## config.mk

```make
export PLATFORM = sky130hd
export DESIGN_NAME = cr_tcipif_initiator
export DESIGN_NICKNAME = d
export VERILOG_FILES = /design/src/rtl/cr_tcipif_initiator.sv
export SDC_FILE = /design/constraint.sdc
export NUM_CORES = 1
export LEC_CHECK = 0
export ABC_AREA = 1
export BUFFER_PORTS_ARGS = -buffer_cell sky130_fd_sc_hd__buf_2
export CAP_MARGIN = 0
export CORE_MARGIN = 10
export CORE_UTILIZATION = 44
export DETAILED_ROUTE_END_ITERATION = 16
export PLACE_DENSITY = 0.79
export SYNTH_ARGS = -nofsm -noshare
export SYNTH_HDL_FRONTEND = slang
export SYNTH_SLANG_ARGS = --single-unit
```

## constraint.sdc

```tcl
create_clock -name forever_cpuclk -period 1.59 [get_ports forever_cpuclk]
set_clock_uncertainty 0.1 [all_clocks]
set_input_delay 0.159 -clock forever_cpuclk [delete_from_list [all_inputs] [get_ports forever_cpuclk]]
set_output_delay 0.159 -clock forever_cpuclk [all_outputs]
set_load 0.01 [all_outputs]
```

## src/rtl/cr_tcipif_initiator.sv

```systemverilog
// rtl/cr_tcipif_initiator.sv - TCIPIF initiator bridging single LSU requests to CLINT transfers
// Optional REQ timeout is enabled by defining CR_TCIPIF_TIMEOUT_EN.
module cr_tcipif_initiator #(
  parameter logic [31:0] CLINT_BASE = 32'hE000_0000,
  parameter int unsigned TIMEOUT    = 16
) (
  input  logic        forever_cpuclk,
  input  logic        cpurst_b,
  input  logic        lsu_tcipif_req,
  input  logic [31:0] lsu_tcipif_addr,
  input  logic        lsu_tcipif_write,
  input  logic [31:0] lsu_tcipif_wdata,
  input  logic [1:0]  lsu_tcipif_size,
  output logic        tcipif_lsu_ready,
  output logic        tcipif_lsu_cmplt,
  output logic [31:0] tcipif_lsu_rdata,
  output logic        tcipif_lsu_error,
  output logic        tcipif_clint_sel,
  output logic [15:0] tcipif_clint_addr,
  output logic        tcipif_clint_write,
  output logic [31:0] tcipif_clint_wdata,
  input  logic        clint_tcipif_cmplt,
  input  logic [31:0] clint_tcipif_rdata
);

  typedef enum logic [1:0] {
    IDLE = 2'd0,
    REQ  = 2'd1,
    RESP = 2'd2
  } state_t;

  state_t      state_q;
  logic        sel_q;
  logic        cmplt_q;
  logic        error_q;
  logic        write_q;
  logic [15:0] addr_q;
  logic [31:0] wdata_q;
  logic [31:0] rdata_q;
  logic        decode_err;

  // Only aligned word accesses inside the 64 KB CLINT window are forwarded.
  assign decode_err = (lsu_tcipif_addr[31:16] != CLINT_BASE[31:16]) ||
                      (lsu_tcipif_size != 2'd2) ||
                      (lsu_tcipif_addr[1:0] != 2'b00);

`ifdef CR_TCIPIF_TIMEOUT_EN
  localparam int unsigned CW = $clog2(TIMEOUT + 1);
  localparam logic [CW-1:0] CNT_LAST = CW'(TIMEOUT - 1);
  logic [CW-1:0] cnt_q;
`else
  logic unused_timeout;
  assign unused_timeout = (TIMEOUT != 0);
`endif

  always_ff @(posedge forever_cpuclk or negedge cpurst_b) begin
    if (!cpurst_b) begin
      state_q <= IDLE;
      sel_q   <= 1'b0;
      cmplt_q <= 1'b0;
      error_q <= 1'b0;
      write_q <= 1'b0;
      addr_q  <= 16'h0;
      wdata_q <= 32'h0;
      rdata_q <= 32'h0;
`ifdef CR_TCIPIF_TIMEOUT_EN
      cnt_q   <= '0;
`endif
    end else begin
      case (state_q)
        IDLE: begin
          cmplt_q <= 1'b0;
          error_q <= 1'b0;
          rdata_q <= 32'h0;
          if (lsu_tcipif_req) begin
            addr_q  <= lsu_tcipif_addr[15:0];
            write_q <= lsu_tcipif_write;
            wdata_q <= lsu_tcipif_wdata;
            if (decode_err) begin
              state_q <= RESP;
              cmplt_q <= 1'b1;
              error_q <= 1'b1;
            end else begin
              state_q <= REQ;
              sel_q   <= 1'b1;
`ifdef CR_TCIPIF_TIMEOUT_EN
              cnt_q   <= '0;
`endif
            end
          end
        end
        REQ: begin
          if (clint_tcipif_cmplt) begin
            state_q <= RESP;
            sel_q   <= 1'b0;
            cmplt_q <= 1'b1;
            error_q <= 1'b0;
            rdata_q <= write_q ? 32'h0 : clint_tcipif_rdata;
`ifdef CR_TCIPIF_TIMEOUT_EN
          end else if (cnt_q == CNT_LAST) begin
            state_q <= RESP;
            sel_q   <= 1'b0;
            cmplt_q <= 1'b1;
            error_q <= 1'b1;
            rdata_q <= 32'h0;
          end else begin
            cnt_q   <= cnt_q + 1'b1;
`endif
          end
        end
        RESP: begin
          state_q <= IDLE;
          cmplt_q <= 1'b0;
          error_q <= 1'b0;
          rdata_q <= 32'h0;
        end
        default: begin
          state_q <= IDLE;
          sel_q   <= 1'b0;
          cmplt_q <= 1'b0;
          error_q <= 1'b0;
          rdata_q <= 32'h0;
        end
      endcase
    end
  end

  assign tcipif_lsu_ready   = (state_q == IDLE);
  assign tcipif_lsu_cmplt   = cmplt_q;
  assign tcipif_lsu_rdata   = rdata_q;
  assign tcipif_lsu_error   = error_q;
  assign tcipif_clint_sel   = sel_q;
  assign tcipif_clint_addr  = addr_q;
  assign tcipif_clint_write = write_q;
  assign tcipif_clint_wdata = wdata_q;

endmodule

```

# Word level (Yosys, flattened, before mapping)
# Index checks and enable logic that the tools add are counted.
[word_totals] register_bits=86 in_bits=103
[classes] n_eq_ne=7 muxes=16 bitwise_logic=1 n_reduce_logical=7
[op_table] op="$mux W32" count=3
[op_table] op="$ne A16 B16 Y1 const B" count=1
[op_table] op="$ne A2 B2 Y1 const B" count=4
[op_table] op="$mux W1" count=6
[op_table] op="$mux W2" count=3
[op_table] op="$pmux W1 S2" count=2
[op_table] op="$pmux W2 S2" count=1
[op_table] op="$reduce_and A2 Y1" count=2
[op_table] op="$reduce_and A4 Y1" count=1
[op_table] op="$pmux W1 S3" count=1
[op_table] op="$eq A2 B1 Y1 const B" count=1
[op_table] op="$eq A2 B2 Y1 const B" count=1
[op_table] op="$logic_not A2 Y1" count=1
[op_table] op="$logic_or A1 B1 Y1" count=2
[op_table] op="$reduce_bool A2 Y1" count=1
[op_table] op="$not A1 Y1" count=1

# Longest topological paths before layout
# Gate-level depths: netlist of the first run.
[depth] ltp_word=6 depth_mapped=7 depth_no_buf=6

# Least setup slack after synthesis of the first run
# OpenSTA, ideal clock, no wires.
[synth_timing] path_type="reg-to-reg" start="reg state_q[0]" end="reg wdata_q[15] (netlist: tcipif_clint_wdata[15])" setup_time_ns=0.066 arrival_time_ns=1.112 path_slack_ns=0.312 stages_incl_launch_ff=8 period_less_slack_ns=1.278 path_cell_list="dfrtp_1 > nor2_2 > nand2_2 > inv_2 > buf_4 > buf_6 > nand2_1 > nand2_1"
[synth_via] elab_chain_cells=2
[synth_lines] item="from (decl)" line_no="32" rtl="state_t state_q;"
[synth_lines] item="from (signal assigned)" line_no="58" rtl="state_q <= IDLE;"
[synth_lines] item="from (signal assigned)" line_no="80" rtl="state_q <= RESP;"
[synth_lines] item="from (signal assigned)" line_no="84" rtl="state_q <= REQ;"
[synth_lines] item="$logic_not A2 Y1"
[synth_lines] item="via tcipif_lsu_ready" line_no="14" rtl="output logic tcipif_lsu_ready,"
[synth_lines] item="$reduce_and A2 Y1 (no source line)"
[synth_lines] item="to (signal assigned)" line_no="78" rtl="wdata_q <= lsu_tcipif_wdata;"
[synth_lines] item="to (decl)" line_no="38" rtl="logic [31:0] wdata_q;"
# The timed path passes the listed nets, and every way through them passes these cells.
# A chain may end at the register's enable or synchronous reset.

# Final worst setup path of the first run
[layout_timing] start="reg state_q[0]" end="reg rdata_q[1] (netlist: tcipif_lsu_rdata[1])"
[layout_via] elab_chain_cells=2 word_cells_on_any_way=3 cone_classes="2 x eq/ne; 1 x mux"
[layout_lines] item="$eq A2 B1 Y1 (*)" line_no="70" rtl="case (state_q)"
[layout_lines] item="$ne A2 B2 Y1 (no source line) or $mux W32 (tied branches)"
[layout_lines] item="to (signal assigned)" line_no="98" rtl="rdata_q <= write_q ? 32'h0 : clint_tcipif_rdata;"
[layout_lines] item="to (decl)" line_no="39" rtl="logic [31:0] rdata_q;"
# Every way passes the cells marked *; elsewhere a longest branch is shown, timed or not.

==> flow_metrics.env, run 1 <==
export IMPL_fin_setup_tns_ns=0
export IMPL_holdPathEnd="state_q[0]$_DFFE_PN0P_"
export IMPL_synthCells=388
export IMPL_synth_avg_cell_area_sq_um=8.784
export IMPL_fp_dieW_microns=108.0
export IMPL_tightestPinTransition_ns=0.4200
export IMPL_crit_path_end_kind="flop"
export IMPL_clock_latency_ns=0.34
export IMPL_areaGrowthSynthToFinish_pct=60.57
export IMPL_clock_root_buffer="clkbuf_8"
export IMPL_cts_setup_buffers=0
export IMPL_cts_tree="done"
export IMPL_holdWs_ns=0.08422
export IMPL_drive_gt1_share_pct=32.68
export IMPL_min_period_ns=1.454
export IMPL_postLayoutCoreUtil_pct=71.56
export IMPL_critPathMaxFanout=17
export IMPL_yosysWarnings=0
export IMPL_fin_nets=759
export IMPL_final_cells=764
export IMPL_p_per_area_mw_per_mm2=907.7
export IMPL_r2r_setup_slack_ns=0.14
export IMPL_fillers=519
export IMPL_holdCritStartpoint="clint_tcipif_cmplt"
export IMPL_hold_violations=0
export IMPL_critPathRequiredTime_ns=1.75
export IMPL_htree_num_levels=3
export IMPL_io_buffers=187
export IMPL_dieArea_sq_mm=0.01167
export IMPL_grt_usage_pct=20.62
export IMPL_grt_pass1_wl_mm=19.27
export IMPL_final_max_slew_violation_count=0
export IMPL_stdcell_area_sq_mm=0.005473
export IMPL_p_leak_nw=2.990
export IMPL_drv_cap=0
export IMPL_grt_max_degree=47
export IMPL_crit_arrival_ns=1.61
export IMPL_overflow=0
export IMPL_core_area_sq_mm=0.007647
export IMPL_start_kind="flop"
export IMPL_io_pins=188
export IMPL_vdd_drop_max_v=0.0007128
export IMPL_r2r_end="tcipif_lsu_rdata[1]$_DFFE_PN0P_"
export IMPL_synth_seq_cells=86
export IMPL_placed_cells=664
export IMPL_fmax_ghz=0.6878
export IMPL_cts_sinks=86
export IMPL_start_util_pct=44.57
export IMPL_rsz0062_at_grt="false"
export IMPL_multiInputGateArea_sq_mm=0.001111
export IMPL_r2r_start="state_q[0]$_DFFE_PN0P_"
export IMPL_hp_class="input pin to flop"
export IMPL_fin_crit_sh_pct=91.44
export IMPL_syn_nets=491
export IMPL_yosysSeqAreaShare_pct=63.14
export IMPL_path_class="flop to flop"
export IMPL_route_detailed_drc=0
export IMPL_antenna_left=0
export IMPL_wire_per_inst_microns=16.04
export IMPL_min_path_cells=2
export IMPL_final_common_cell="nand2_1"
export IMPL_antenna_found_initial=0
export IMPL_die_y_microns=108.0
export IMPL_viasPerCell=4.822
export IMPL_clk_pin_slew_ns=0.09
export IMPL_cts_inserted_buffers=9
export IMPL_rows=32
export IMPL_drt_pass1_iter_count=4
export IMPL_mappedNetlistArea_sq_mm=0.003408
export IMPL_num_vias=3684
export IMPL_grt_pass1_vias=3926
export IMPL_clk_path_buf_depth=2
export IMPL_status="completed"
export IMPL_ys_types=19
export IMPL_gp_congestion=0.8302
export IMPL_slew_headroom_pct=71.93
export IMPL_place_area_sq_mm=0.004423
export IMPL_drt_wl_total_mm=12.26
export IMPL_dp_hpwl_mm=7.839
export IMPL_rr_worst_depth=4
export IMPL_drtIter0Drc=157
export IMPL_setup_viol=0
export IMPL_final_cell_mix="nand2_1 (216), buf_2 (186), dfrtp_1 (86)"
export IMPL_layout_area_seq_sq_mm=0.002152
==> report_power, final <==
part / internal [W] / switching, W / total, W / leakage (nW)
Clock: 0.000778 / 0.000780 / 0.00156 / 0.103
Combinational: 0.000450 / 0.000493 / 0.000943 / 1.77
Sequential: 0.00237 / 0.000101 / 0.00247 / 1.12
Total: 0.00359 / 0.00137 / 0.00497 / 2.99
==> worst max-delay path, cell delays in order, from the launching register on <==
cell and delay (ns):
dfrtp_1 0.46, nand2_2 0.19, nor2_4 0.40, nand2_1 0.11, o21ai_0 0.10
==> cell type report <==
class | count | share of cell area [%]
Antenna cell | 1 | 0.04572
Clock buffer | 10 | 2.515
Clock inverter | 6 | 1.257
Inverter | 10 | 0.7316
Multi-Input combinational cell | 274 | 20.30
Sequential cell | 86 | 39.32
Tap cell | 102 | 2.332
Timing Repair Buffer | 275 | 33.49
==> logic make-up after synthesis <==
family | share of synthesized area [%]
and+or+nand+nor | 26.36
buffers and inverters | 4.662
AOI/OAI and AO/OA | 5.837
DFF | 63.14
==> how the worst max path moves through the flow <==
stage / from / endpoint / slack [ns] / cells past startpoint
6_report: state_q[0]$_DFFE_PN0P_ / tcipif_lsu_rdata[1]$_DFFE_PN0P_ / 0.14 / 4
5_1_grt: state_q[0]$_DFFE_PN0P_ / tcipif_lsu_rdata[28]$_DFFE_PN0P_ / 0.01 / 4
4_1_cts: state_q[1]$_DFFE_PN0P_ / tcipif_lsu_rdata[21]$_DFFE_PN0P_ / 0.01 / 5
3_5_place_dp: state_q[1]$_DFFE_PN0P_ / tcipif_lsu_rdata[21]$_DFFE_PN0P_ / -0.001 / 5
3_3_place_gp: state_q[1]$_DFFE_PN0P_ / tcipif_lsu_rdata[5]$_DFFE_PN0P_ / 0.08 / 5
2_1_floorplan: state_q[0]$_DFFE_PN0P_ / tcipif_clint_wdata[15]$_DFFE_PN0P_ / 0.31 / 7
==> metal layers <==
metal	routed length (microns)	GRT usage (%)	part of all wire (%)
met5	0	0	0
met4	159	6.966	1.3
met1	4690	23.07	38
met3	1390	8.745	11
met2	6017	34.66	49
==> through the flow <==
step / setup WS [ns] / power, W
after detailed placement: -0.001415 / 0.003277
final: 0.1361 / 0.004968
after floorplan: 0.3121 / 0.002823
after global routing: 0.009998 / 0.005219
after global placement: 0.08115 / 0.003255
after CTS: 0.01178 / 0.005005
==> flip-flops by register name, summed over array words and instances, names as in the netlist <==
name and count:
tcipif_lsu_error 1, tcipif_clint_write 1, tcipif_clint_wdata 32, tcipif_lsu_cmplt 1, tcipif_clint_sel 1, state_q 2
tcipif_clint_addr 16, tcipif_lsu_rdata 32
==> repair_timing <==
item | in CTS | in global routing
pin swaps | 0 | 1
hold buffers | 82 | 0
setup endpoints to repair | 6 | 35
endpoints found under the hold margin | 135 | 0
cloned | 0 | 1
gates resized for setup | 1 | 4
==> Yosys cell counts, drive strengths merged <==
| library cell | instances | area share, % |
|---|---|---|
| nand4 | 2 | 0.37 |
| o21ai | 36 | 5.3 |
| inv | 10 | 1.1 |
| dfrtp | 86 | 63 |
| buf | 15 | 3.1 |
| clkbuf | 4 | 0.44 |
| o22ai | 1 | 0.18 |
| o21a | 1 | 0.22 |
| nor2 | 12 | 1.6 |
| a21oi | 1 | 0.15 |
| nand2 | 218 | 24 |
| nand3 | 2 | 0.29 |
Power figures use the tool's default switching activity.
==> run 2: changes to the inputs <==
Settings changed: REMOVE_ABC_BUFFERS from default to 1.
==> flow_metrics.env, run 2 (synthesis gave the netlist of run 1 again) <==
export IMPL_status="completed"
export IMPL_power_total_w=0.004819
export IMPL_fin_nets=760
export IMPL_p_per_area_mw_per_mm2=878.0
export IMPL_drive_gt1_share_pct=32.63
export IMPL_clk_pin_slew_ns=0.08
export IMPL_multiInputGateArea_sq_mm=0.001097
export IMPL_route_detailed_drc=0
export IMPL_cts_inserted_buffers=9
export IMPL_postLayoutCoreUtil_pct=71.78
export IMPL_drv_cap=0
export IMPL_crit_arrival_ns=1.57
export IMPL_grt_pass1_vias=3754
export IMPL_drtIter0Drc=193
export IMPL_areaGrowthSynthToFinish_pct=61.05
export IMPL_holdWs_ns=0.02146
export IMPL_die_y_microns=108.0
export IMPL_fmax_ghz=0.7158
export IMPL_min_period_ns=1.397
export IMPL_final_cells=767
export IMPL_worst_path_most_repeated_cell="nand2_1"
export IMPL_setup_viol=0
export IMPL_wire_per_inst_microns=15.72
export IMPL_gp_congestion=0.8429
export IMPL_antenna_left=0
export IMPL_vdd_drop_max_v=0.0004676
export IMPL_grt_max_degree=51
export IMPL_dieArea_sq_mm=0.01167
export IMPL_core_area_sq_mm=0.007647
export IMPL_setup_ws_ns=0.1930
export IMPL_slew_headroom_pct=80.27
export IMPL_dp_hpwl_mm=8.033
export IMPL_final_max_slew_violation_count=0
export IMPL_hold_violations=0
export IMPL_io_pins=188
export IMPL_cp_slowest_cell="dfrtp_1"
export IMPL_grt_usage_pct=20.11
export IMPL_rsz0062_at_grt="false"
export IMPL_tightestPinTransition_ns=0.2960
export IMPL_start_util_pct=44.57
export IMPL_cts_resized=0
export IMPL_fp_dieW_microns=108.0
export IMPL_path_cells="nor2_2 -> nand2_2 -> inv_2 -> buf_12 -> nand2_1 -> nand2_1"
export IMPL_num_vias=3619
export IMPL_slowest_delay_ns=0.43
export IMPL_crit_path_end_kind="flop"
export IMPL_fillers=559
export IMPL_overflow=0
export IMPL_p_leak_nw=2.998
export IMPL_placed_cells=666
export IMPL_critPathRequiredTime_ns=1.76
export IMPL_clock_latency_ns=0.33
export IMPL_drt_pass1_iter_count=4
export IMPL_start_kind="flop"
export IMPL_final_common_cell="nand2_1"
export IMPL_hp_class="input pin to flop"
export IMPL_layout_area_seq_sq_mm=0.002152
export IMPL_critPathMaxFanout=43
export IMPL_viasPerCell=4.718
export IMPL_cts_tree="done"
export IMPL_path_class="flop to flop"
export IMPL_cts_sinks=86
export IMPL_rows=32
export IMPL_drt_wl_total_mm=12.06
export IMPL_htree_num_levels=3
export IMPL_antenna_found_initial=3
export IMPL_clk_path_buf_depth=2
export IMPL_final_cell_mix="nand2_1 (217), buf_2 (186), dfrtp_1 (86)"
export IMPL_grt_pass1_wl_mm=18.67
export IMPL_io_buffers=187
export IMPL_fin_crit_sh_pct=87.86
export IMPL_post_place_ws_ns=0.2145
export IMPL_clock_root_buffer="clkbuf_8"
run 2: worst max-delay path: cells and delay by family, from the launching register on:
kind	cells	cell delay, ns
DFF	1	0.43
and+or+nand+nor	4	0.42
buffers and inverters	2	0.36
run 2: repair_timing:
action                     4_1_cts  5_1_grt
hold endpoints to repair       167        0
hold buffers                    82        0
setup buffers                    0        0
setup endpoints to repair        0        0
run 2: layout make-up:
cell class,instances,share of cell area [%]
inverter,10,0.6838
sequential,86,39.21
tap,102,2.325
antenna,3,0.1368
multi-input combinational,273,19.99
clock inverter,5,0.6155
timing repair buffer,277,34.28
clock buffer,11,2.758
run 2: power by group:
| part | switching [W] | internal (W) |
|---|---|---|
| Sequential | 0.0000993 | 0.00237 |
| Clock | 0.000757 | 0.000650 |
| Combinational | 0.000493 | 0.000453 |
| Total | 0.00135 | 0.00347 |
run 2: final timing paths:
kind                                                endpoint  slack [ns]                         startpoint  depth (start not counted)
min                                   state_q[0]$_DFFE_PN0P_        0.02                 clint_tcipif_cmplt                          2
max in group asynchronous   tcipif_lsu_rdata[17]$_DFFE_PN0P_        0.77                           cpurst_b                          3
max reg2reg                 tcipif_clint_addr[5]$_DFFE_PN0P_        0.19             state_q[0]$_DFFE_PN0P_                          6
max                         tcipif_clint_addr[5]$_DFFE_PN0P_        0.19             state_q[0]$_DFFE_PN0P_                          6
min in group asynchronous  tcipif_clint_addr[11]$_DFFE_PN0P_        0.11                           cpurst_b                          2
min reg2reg                tcipif_clint_wdata[3]$_DFFE_PN0P_        0.38  tcipif_clint_wdata[3]$_DFFE_PN0P_                          2
run 2: per-stage QoR:
stage	area [sq um]	TNS, ns
6_report	5489	0
5_1_grt	5489	0
4_1_cts	5482	0
3_5_place_dp	4476	0
3_3_place_gp	4476	0
2_1_floorplan	3287	-14.24
run 2: per-layer routing:
metal | wire length (microns) | share of wire (%) | track usage, %
met1 | 4026 | 33 | 19.64
met2 | 6725 | 56 | 37.41
met3 | 803 | 6.7 | 4.759
met4 | 500 | 4.1 | 12.21
met5 | 0 | 0 | 0
